[config.mk]
export PLATFORM = sky130hd
export DESIGN_NAME = psram_ctrl
export DESIGN_NICKNAME = d
export VERILOG_FILES = /design/src/rtl/psram_ctrl.sv
export SDC_FILE = /design/constraint.sdc
export NUM_CORES = 1
export LEC_CHECK = 0
export CELL_PAD_IN_SITES_DETAIL_PLACEMENT = 0
export CELL_PAD_IN_SITES_GLOBAL_PLACEMENT = 1
export CORE_MARGIN = 5
export CORE_UTILIZATION = 40
export CTS_CLUSTER_SIZE = 20
export DETAILED_ROUTE_END_ITERATION = 8
export DONT_BUFFER_PORTS = 1
export PLACE_DENSITY = 0.69
export SETUP_SLACK_MARGIN = 0.15
export SYNTH_ARGS = -nofsm -noshare
export SYNTH_HDL_FRONTEND = slang
export SYNTH_SLANG_ARGS = --single-unit
[constraint.sdc]
create_clock -name clock -period 4.1 [get_ports clock]
set_input_delay 0.82 -clock clock [delete_from_list [all_inputs] [get_ports clock]]
set_output_delay 0.82 -clock clock [all_outputs]
set_load 0.02 [all_outputs]
[src/rtl/psram_ctrl.sv]
// QPI PSRAM host controller: boots the device into QPI with 35h, then serves
// single-word EBh reads and byte/halfword/word 38h writes over a valid/ready pair.
module psram_ctrl #(
    parameter int DUMMY_BEATS   = 6,
    parameter int CS_HIGH_BEATS = 1
) (
    input  logic        clock,
    input  logic        reset,
    input  logic        req_valid,
    output logic        req_ready,
    input  logic        req_we,
    input  logic [23:0] req_addr,
    input  logic [1:0]  req_size,
    input  logic [31:0] req_wdata,
    output logic        resp_valid,
    input  logic        resp_ready,
    output logic [31:0] resp_rdata,
    output logic        resp_err,
    output logic        sck,
    output logic        ce_n,
    output logic [3:0]  dio_o,
    output logic        dio_oe,
    input  logic [3:0]  dio_i
);
    typedef enum logic [3:0] {INIT, IDLE, CMD, ADDR, WAIT, RDATA, WDATA, CSH, RESP} state_t;

    state_t      state, state_n;
    logic [7:0]  cnt, cnt_n, last;
    logic        ph, ph_n;
    logic        booted, booted_n;
    logic        started;
    logic        cap_we, cap_we_n;
    logic [23:0] cap_addr, cap_addr_n;
    logic [1:0]  cap_size, cap_size_n;
    logic [31:0] cap_wdata, cap_wdata_n;
    logic        accept, reject;
    logic        sck_d, ce_n_d, oe_d;
    logic [3:0]  dio_d;
    logic [7:0]  op, wbyte;
    logic [1:0]  lane;

    assign reject = req_we ? (req_size == 2'd3 ||
                              (req_size == 2'd1 && req_addr[0]) ||
                              (req_size == 2'd2 && req_addr[1:0] != 2'd0))
                           : (req_addr[1:0] != 2'd0);

    always_comb begin
        state_n     = state;
        cnt_n       = cnt;
        ph_n        = ph;
        booted_n    = booted;
        accept      = 1'b0;
        cap_we_n    = cap_we;
        cap_addr_n  = cap_addr;
        cap_size_n  = cap_size;
        cap_wdata_n = cap_wdata;
        case (state)
            INIT:    last = 8'd7;
            CMD:     last = 8'd1;
            ADDR:    last = 8'd5;
            WAIT:    last = 8'(DUMMY_BEATS - 1);
            RDATA:   last = 8'd7;
            WDATA:   last = (8'd2 << cap_size) - 8'd1;
            CSH:     last = 8'(CS_HIGH_BEATS - 1);
            default: last = 8'd0;
        endcase
        // One idle cycle after reset so the first INIT beat gets its full sck-low half.
        if (!started) begin
            state_n = INIT;
            cnt_n   = 8'd0;
            ph_n    = 1'b0;
        end else if (state inside {INIT, CMD, ADDR, WAIT, RDATA, WDATA, CSH}) begin
            ph_n = ~ph;
            if (ph) begin
                if (cnt == last) begin
                    cnt_n = 8'd0;
                    case (state)
                        INIT:         state_n = CSH;
                        CMD:          state_n = ADDR;
                        ADDR:         state_n = cap_we ? WDATA : WAIT;
                        WAIT:         state_n = RDATA;
                        RDATA, WDATA: state_n = CSH;
                        CSH: begin
                            state_n  = booted ? RESP : IDLE;
                            booted_n = 1'b1;
                        end
                        default:      state_n = state;
                    endcase
                end else begin
                    cnt_n = cnt + 8'd1;
                end
            end
        end else if (state == IDLE) begin
            if (req_valid) begin
                accept      = 1'b1;
                cap_we_n    = req_we;
                cap_addr_n  = req_addr;
                cap_size_n  = req_size;
                cap_wdata_n = req_wdata;
                state_n     = reject ? RESP : CMD;
                cnt_n       = 8'd0;
                ph_n        = 1'b0;
            end
        end else if (state == RESP && resp_ready) begin
            state_n = IDLE;
        end
    end

    // Pad outputs are registered from the next state, so they line up with the state register.
    always_comb begin
        op     = cap_we_n ? 8'h38 : 8'hEB;
        lane   = cap_addr_n[1:0] + cnt_n[2:1];
        wbyte  = 8'(cap_wdata_n >> {lane, 3'b000});
        sck_d  = 1'b0;
        ce_n_d = 1'b1;
        oe_d   = 1'b0;
        dio_d  = 4'h0;
        case (state_n)
            INIT, CMD, ADDR, WDATA: begin
                sck_d  = ph_n;
                ce_n_d = 1'b0;
                oe_d   = 1'b1;
                case (state_n)
                    INIT:    dio_d = {3'b000, 1'(8'h35 >> (3'd7 - cnt_n[2:0]))};
                    CMD:     dio_d = cnt_n[0] ? op[3:0] : op[7:4];
                    ADDR:    dio_d = 4'(cap_addr_n >> (5'd20 - {cnt_n[2:0], 2'b00}));
                    default: dio_d = cnt_n[0] ? wbyte[3:0] : wbyte[7:4];
                endcase
            end
            WAIT, RDATA: begin
                sck_d  = ph_n;
                ce_n_d = 1'b0;
            end
            default: ;
        endcase
    end

    always_ff @(posedge clock or posedge reset) begin
        if (reset) begin
            state      <= INIT;
            cnt        <= 8'd0;
            ph         <= 1'b0;
            booted     <= 1'b0;
            started    <= 1'b0;
            cap_we     <= 1'b0;
            cap_addr   <= 24'd0;
            cap_size   <= 2'd0;
            cap_wdata  <= 32'd0;
            sck        <= 1'b0;
            ce_n       <= 1'b1;
            dio_oe     <= 1'b0;
            dio_o      <= 4'h0;
            req_ready  <= 1'b0;
            resp_valid <= 1'b0;
            resp_err   <= 1'b0;
            resp_rdata <= 32'd0;
        end else begin
            state      <= state_n;
            cnt        <= cnt_n;
            ph         <= ph_n;
            booted     <= booted_n;
            started    <= 1'b1;
            cap_we     <= cap_we_n;
            cap_addr   <= cap_addr_n;
            cap_size   <= cap_size_n;
            cap_wdata  <= cap_wdata_n;
            sck        <= sck_d;
            ce_n       <= ce_n_d;
            dio_oe     <= oe_d;
            dio_o      <= dio_d;
            req_ready  <= (state_n == IDLE);
            resp_valid <= (state_n == RESP);
            if (accept) begin
                resp_rdata <= 32'd0;
                resp_err   <= reject;
            end else if (state == RDATA && !ph) begin
                // Sample on the edge that raises sck; nibble k lands high-first within byte k/2.
                resp_rdata[{cnt[2:1], ~cnt[0], 2'b00} +: 4] <= dio_i;
            end
        end
    end
endmodule

# After elaboration in Yosys (flattened, before gate mapping)
# Cells that the tools add are included.
totals:
  reg_bits: 116
  input_bits: 67
  output_inout_bits: 42
classes:
  n_addsub: 6
  eq_ne: 22
  n_shift: 6
  n_mux: 50
  bitwise_logic: 3
  reduce_logical: 20
ops:
  columns: ["cell", "count"]
  rows:
  - ["32-bit 2-to-1 mux", 6]
  - ["24-bit 2-to-1 mux", 4]
  - ["8-bit 2-to-1 mux", 7]
  - ["4-bit 2-to-1 mux", 12]
  - ["32-bit bitwise mux", 1]
  - ["8-bit one-hot mux with 4 select lines", 1]
  - ["4-bit by 7-bit variable shift with 32-bit output (first input constant)", 1]
  - ["4-bit by 7-bit indexed part select with 32-bit output", 1]
  - ["32-bit by 5-bit >> shifter with 8-bit output", 1]
  - ["4-bit by 3-bit == test with 1-bit output (second input constant)", 7]
  - ["24-bit by 5-bit >> shifter with 4-bit output", 1]
  - ["4-bit one-hot mux with 5 select lines", 1]
  - ["4-bit by 2-bit == test with 1-bit output (second input constant)", 4]
  - ["1-bit 2-to-1 mux", 16]
  - ["4-bit one-hot mux with 3 select lines", 1]
  - ["8-bit by 1-bit adder with 8-bit output (second input constant)", 1]
  - ["4-bit by 1-bit == test with 1-bit output (second input constant)", 2]
  - ["4-bit == test (second input constant)", 2]
  - ["8-bit == test", 1]
  - ["4-bit logical NOT", 2]
  - ["2-bit by 2-bit << shifter with 8-bit output (first input constant)", 1]
  - ["8-bit by 1-bit subtractor with 8-bit output (second input constant)", 1]
  - ["5-bit negator with 7-bit output", 1]
  - ["7-bit nonzero test", 1]
  - ["other kinds (22)", 31]

# Depth between registers and ports, before layout
logic_depth:
  word_depth: 13
  ltp_mapped: 14
  ltp_nobuf: 12

# Worst setup path before layout
# OpenSTA, ideal clock, no wires.
synth_path:
  path_type: "in2reg"
  start: "input req_valid"
  end: "register dio_o[0]"
  setup_ps: 121
  arrival_time_ps: 3516
  required_time_ps: 3979
  path_slack_ps: 463
  cell_stages: 11
  n_path_buf: 4
  path_cell_list: "nor3b_1 > and2_1 > clkbuf_1 > clkbuf_1 > buf_2 > buf_2 > mux2_2 > ha_1 > nor2_1 > o31ai_1 > a22o_1"
synth_via:
  word_cells_on_any_way: 36
  cone_classes: "add/sub (3); eq/ne (3); shift (3); mux (25); reduce/logical (2)"
synth_rtl:
  columns: ["element", "line", "source"]
  rows:
  - ["from (decl)", "9", "input logic req_valid,"]
  - ["1-bit 2-to-1 mux", "94", "if (req_valid) begin"]
  - ["1-bit 2-to-1 mux", "93", "end else if (state == IDLE) begin"]
  - ["1-bit 2-to-1 mux", "72", "end else if (state inside {INIT, CMD, ADDR, WAIT, RDATA, WDATA, CSH}) begin"]
  - ["1-bit 2-to-1 mux", "68", "if (!started) begin"]
  - ["net cap_we_n", "32", "logic cap_we, cap_we_n;"]
  - ["8-bit 2-to-1 mux", "111", "op = cap_we_n ? 8'h38 : 8'hEB;"]
  - ["4-bit 2-to-1 mux", "125", "CMD: dio_d = cnt_n[0] ? op[3:0] : op[7:4];"]
  - ["4-bit one-hot mux with 3 select lines", "123", "case (state_n)"]
  - ["4-bit 2-to-1 mux", "118", "case (state_n)"]
  - ["net dio_d[0]", "38", "logic [3:0] dio_d;"]
  - ["to (signal assigned)", "170", "dio_o <= dio_d;"]
  - ["to (decl)", "21", "output logic [3:0] dio_o,"]
# The timed path passes the listed nets, and every way through them passes these cells. The select of a mux whose other input is x is not followed.
# A chain may end at the register's enable or synchronous reset.

# Final worst setup path
layout_path:
  start: "register cap_size[1]"
  end: "register dio_o[2]"
layout_via:
  elab_chain_len: 13
  word_cells_on_any_way: 25
  cone_classes: "add/sub (3); eq/ne (4); shift (3); mux (13); reduce/logical (2)"
layout_rtl:
  columns: ["element", "line", "source"]
  rows:
  - ["from (decl)", "34", "logic [1:0] cap_size, cap_size_n;"]
  - ["from (signal assigned)", "165", "cap_size <= cap_size_n;"]
  - ["2-bit by 2-bit << shifter with 8-bit output (*)", "63", "WDATA: last = (8'd2 << cap_size) - 8'd1;"]
  - ["8-bit by 1-bit subtractor with 8-bit output (*)", "63", null]
  - ["8-bit one-hot mux with 4 select lines (*)", "57", "case (state)"]
  - ["8-bit == test (*)", "75", "if (cnt == last) begin"]
  - ["branches (longest 8 deep; another with 5-bit subtractor)", null, null]
  - ["4-bit 2-to-1 mux (*)", "118", null]
  - ["net dio_d[2]", "38", null]
# Mark *: on every way through the listed nets, which the timed path passes. The select of a mux whose other input is x is not followed.

==> reports/metrics.yaml <==
status:
  status: "finished clean"
clock_tree:
  tritoncts: "done"
  ctsHoldBuffers: 0
  clk_path_buf_depth: 2
  cts_made_buffers: 17
  clock_latency_ns: 0.42
  ctsRootBufferMaster: "clkbuf_16"
  cts.sinks: 116
  htree_levels: 4
  clk_pin_slew_ns: 0.05
global_routing:
  grt_pass1_vias: 4437
  track_usage_pct: 18.7
  grt_overflow: 0
  grt_antenna_before_repair: 0
  grt_first_pass_wirelength_um: 25700
  grt_max_degree: 73
setup_path:
  start_kind: "flip-flop"
  critical-path-max-stage-delay_ns: 0.69
  r2r_slack_ns: 0.41
  reg2regPathDepth: 12
  slowest_stage: "a2111oi_0"
  worst_ep_required_time_ns: 4.43
  arrival_ns: 4.02
  r2r_start: "cap_size[1]"
  r2r_end: "dio_o[2]"
  cp_cell_sequence: "or2_1, ha_1, nand2b_1, a211o_1, nand4_1, nand3_2, a2111oi_0, a211oi_4, buf_4, nor3_1, a32oi_1, o211ai_1"
  crit_fanout: 9
  critPathKind: "flip-flop to flip-flop"
  end_kind: "flip-flop"
power_and_ir_drop:
  power_leakage_nw: 3.31
  powerDensity_nw_per_um2: 412
  vdd_drop_max_mv: 0.323
  power_mw: 2.88
floorplan:
  die_h_um: 133
  die_width_um: 133
  initial_core_util_pct: 40.4
  boundaryPins: 109
  num_rows: 45
  core_area_um2: 15000
  die-area_um2: 17700
min_path:
  hp-class: "input pin to async pin"
placement:
  port_buffers: 0
  place_ws_ns: 0.274
  place_area_um2: 6320
  dp.cells: 729
  dp_hpwl_um: 12000
  place_congestion: 0.880
layout:
  nNetsFinal: 638
  synthToLayoutAreaGrowth_pct: 15.1
  layoutNonFillerInstCount: 764
  diodes: 0
  drive_gt1_share_pct: 23.4
  postLayoutCellArea_um2: 6990
  postLayoutCoreUtil_pct: 46.5
yosys:
  synth_seq_cells: 116
  ys_seq_area_share_pct: 47.8
  ys_types: 77
  syn_area_um2: 6070
  synth.avg_cell_area_um2: 11.0
  syn_inst: 553
  synth_top_flop_cell: "dfrtp_1"
  ys_async_sr_fraction_pct: 100
  syn-num-nets: 627
  yosys_warnings: 0
  synth-edff-count: 0
timing:
  worst_pin_slew_ns: 0.863
  layout_min_cycle_time_ns: 3.69
  rsz0062_at_grt: "false"
  clock.fmax_mhz: 271
  slew_violations: 0
  totalNegativeSetupSlack_ns: 0
  finalHoldViolations: 0
  finalSetupViolations: 0
  period_share_pct: 90.1
  setup_slack_ns: 0.406
  fin_hold_ws_ns: 0.467
  skew_ns: 0.00841
  relSlewSlack_pct: 42.5
job:
  max_cap_violations: 0
routing:
  dr.pass1.iters: 5
  first_iter_violations: 319
  routed_wl_um: 16200
  drc: 0
  vias: 4395
  wire_per_inst_um: 21.2
  ant_nets: 0
  vias_per_cell: 5.75
==> worst max-delay path by stage <==
stage                      startpoint  endpoint  slack (ns)  depth (start not counted)
after global routing      cap_size[1]  dio_o[2]        0.20                         12
after detailed placement  cap_size[1]  dio_o[2]        0.27                         10
after global placement    cap_size[1]  dio_o[2]        0.32                         12
after floorplan                 reset    booted        0.21                          1
after CTS                 cap_size[1]  dio_o[2]        0.25                         12
final                     cap_size[1]  dio_o[2]        0.41                         12
==> cells by family (layout without fill, tap and decap cells) <==
family	Yosys count	after routing	share of synthesized area, %
AO/OA/AOI/OAI	95	95	11.8
XOR/XNOR	6	6	0.989
adder cells (fa/ha/maj)	7	7	1.44
buffers and inverters	50	73	3.34
flip-flops	116	116	47.8
multiplexers	113	113	20.8
other	1	1	0.0617
AND/OR/NAND/NOR	165	165	13.8
==> Yosys cell counts (all sizes together) (7+ instances only) <==
cell type	number	area (µm²)
dfrtp	115	2880
mux2	63	713
nor2	59	229
mux2i	47	470
nand2	26	97.6
o21ai	22	110
inv	18	67.6
buf	17	78.8
nand3	15	80.1
clkbuf	14	52.6
a21oi	12	60.1
nor3	12	60.1
nand2b	10	62.6
and3	8	50.1
ha	7	87.6
o211ai	7	52.6
==> final cells by class <==
cell class | count | area (µm²)
Clock buffer | 22 | 494
Sequential cell | 116 | 2900
Inverter | 19 | 73.8
Clock inverter | 9 | 124
Tap cell | 188 | 235
Multi-Input combinational cell | 387 | 2980
Fill cell | 1383 | 8040
Timing Repair Buffer | 23 | 185
==> registers in the layout, indices dropped and copies added (netlist names) <==
register,cells
cap_addr,24
ph,1
booted,1
resp_valid,1
dio_o,4
started,1
resp_err,1
cap_we,1
req_ready,1
cnt,8
dio_oe,1
resp_rdata,32
sck,1
cap_size,2
cap_wdata,32
state,4
ce_n,1
==> power breakdown <==
| group | leakage (nW) | total, mW | internal [mW] | switching (mW) |
|---|---|---|---|---|
| logic | 1.44 | 0.128 | 0.0434 | 0.0847 |
| registers | 1.55 | 1.19 | 1.16 | 0.0264 |
| clock network | 0.312 | 1.56 | 1.03 | 0.535 |
| total | 3.31 | 2.88 | 2.23 | 0.646 |
==> what timing repair did <==
action | in CTS | in global routing
resized for setup | 0 | 2
endpoints found under the setup margin | 0 | 2
setup buffers | 0 | 4
==> worst max-delay path: cells and delay by family (launching register included) <==
family | cells | cell delay (ns)
compound gates | 5 | 1.50
simple gates | 5 | 1.23
flops | 1 | 0.42
fa+ha+maj | 1 | 0.28
buf+inv | 1 | 0.18
==> layout by cell type, fill, tap and decap left out, drive strengths merged, types with 5 or more instances in the layout <==
cell type  netlist  final
mux2            63     63
buf             17     23
clkinv           1      6
ha               7      7
and3             8      8
clkbuf          14     22
mux2i           47     47
nand2           26     26
nand3           15     15
dfrtp          115    115
and2             5      5
nor2b            5      5
xnor2            5      5
a21oi           12     12
o211ai           7      7
nor2            59     59
nor3            12     12
inv             18     19
nand2b          10     10
o21ai           22     22
==> routing by layer <==
metal | wire [µm] | GRT usage, %
met1 | 7310 | 24.9
met2 | 7510 | 28.5
met3 | 1180 | 6.99
met4 | 226 | 5.71
met5 | 0 | 0
(Power assumes the default switching activity.)
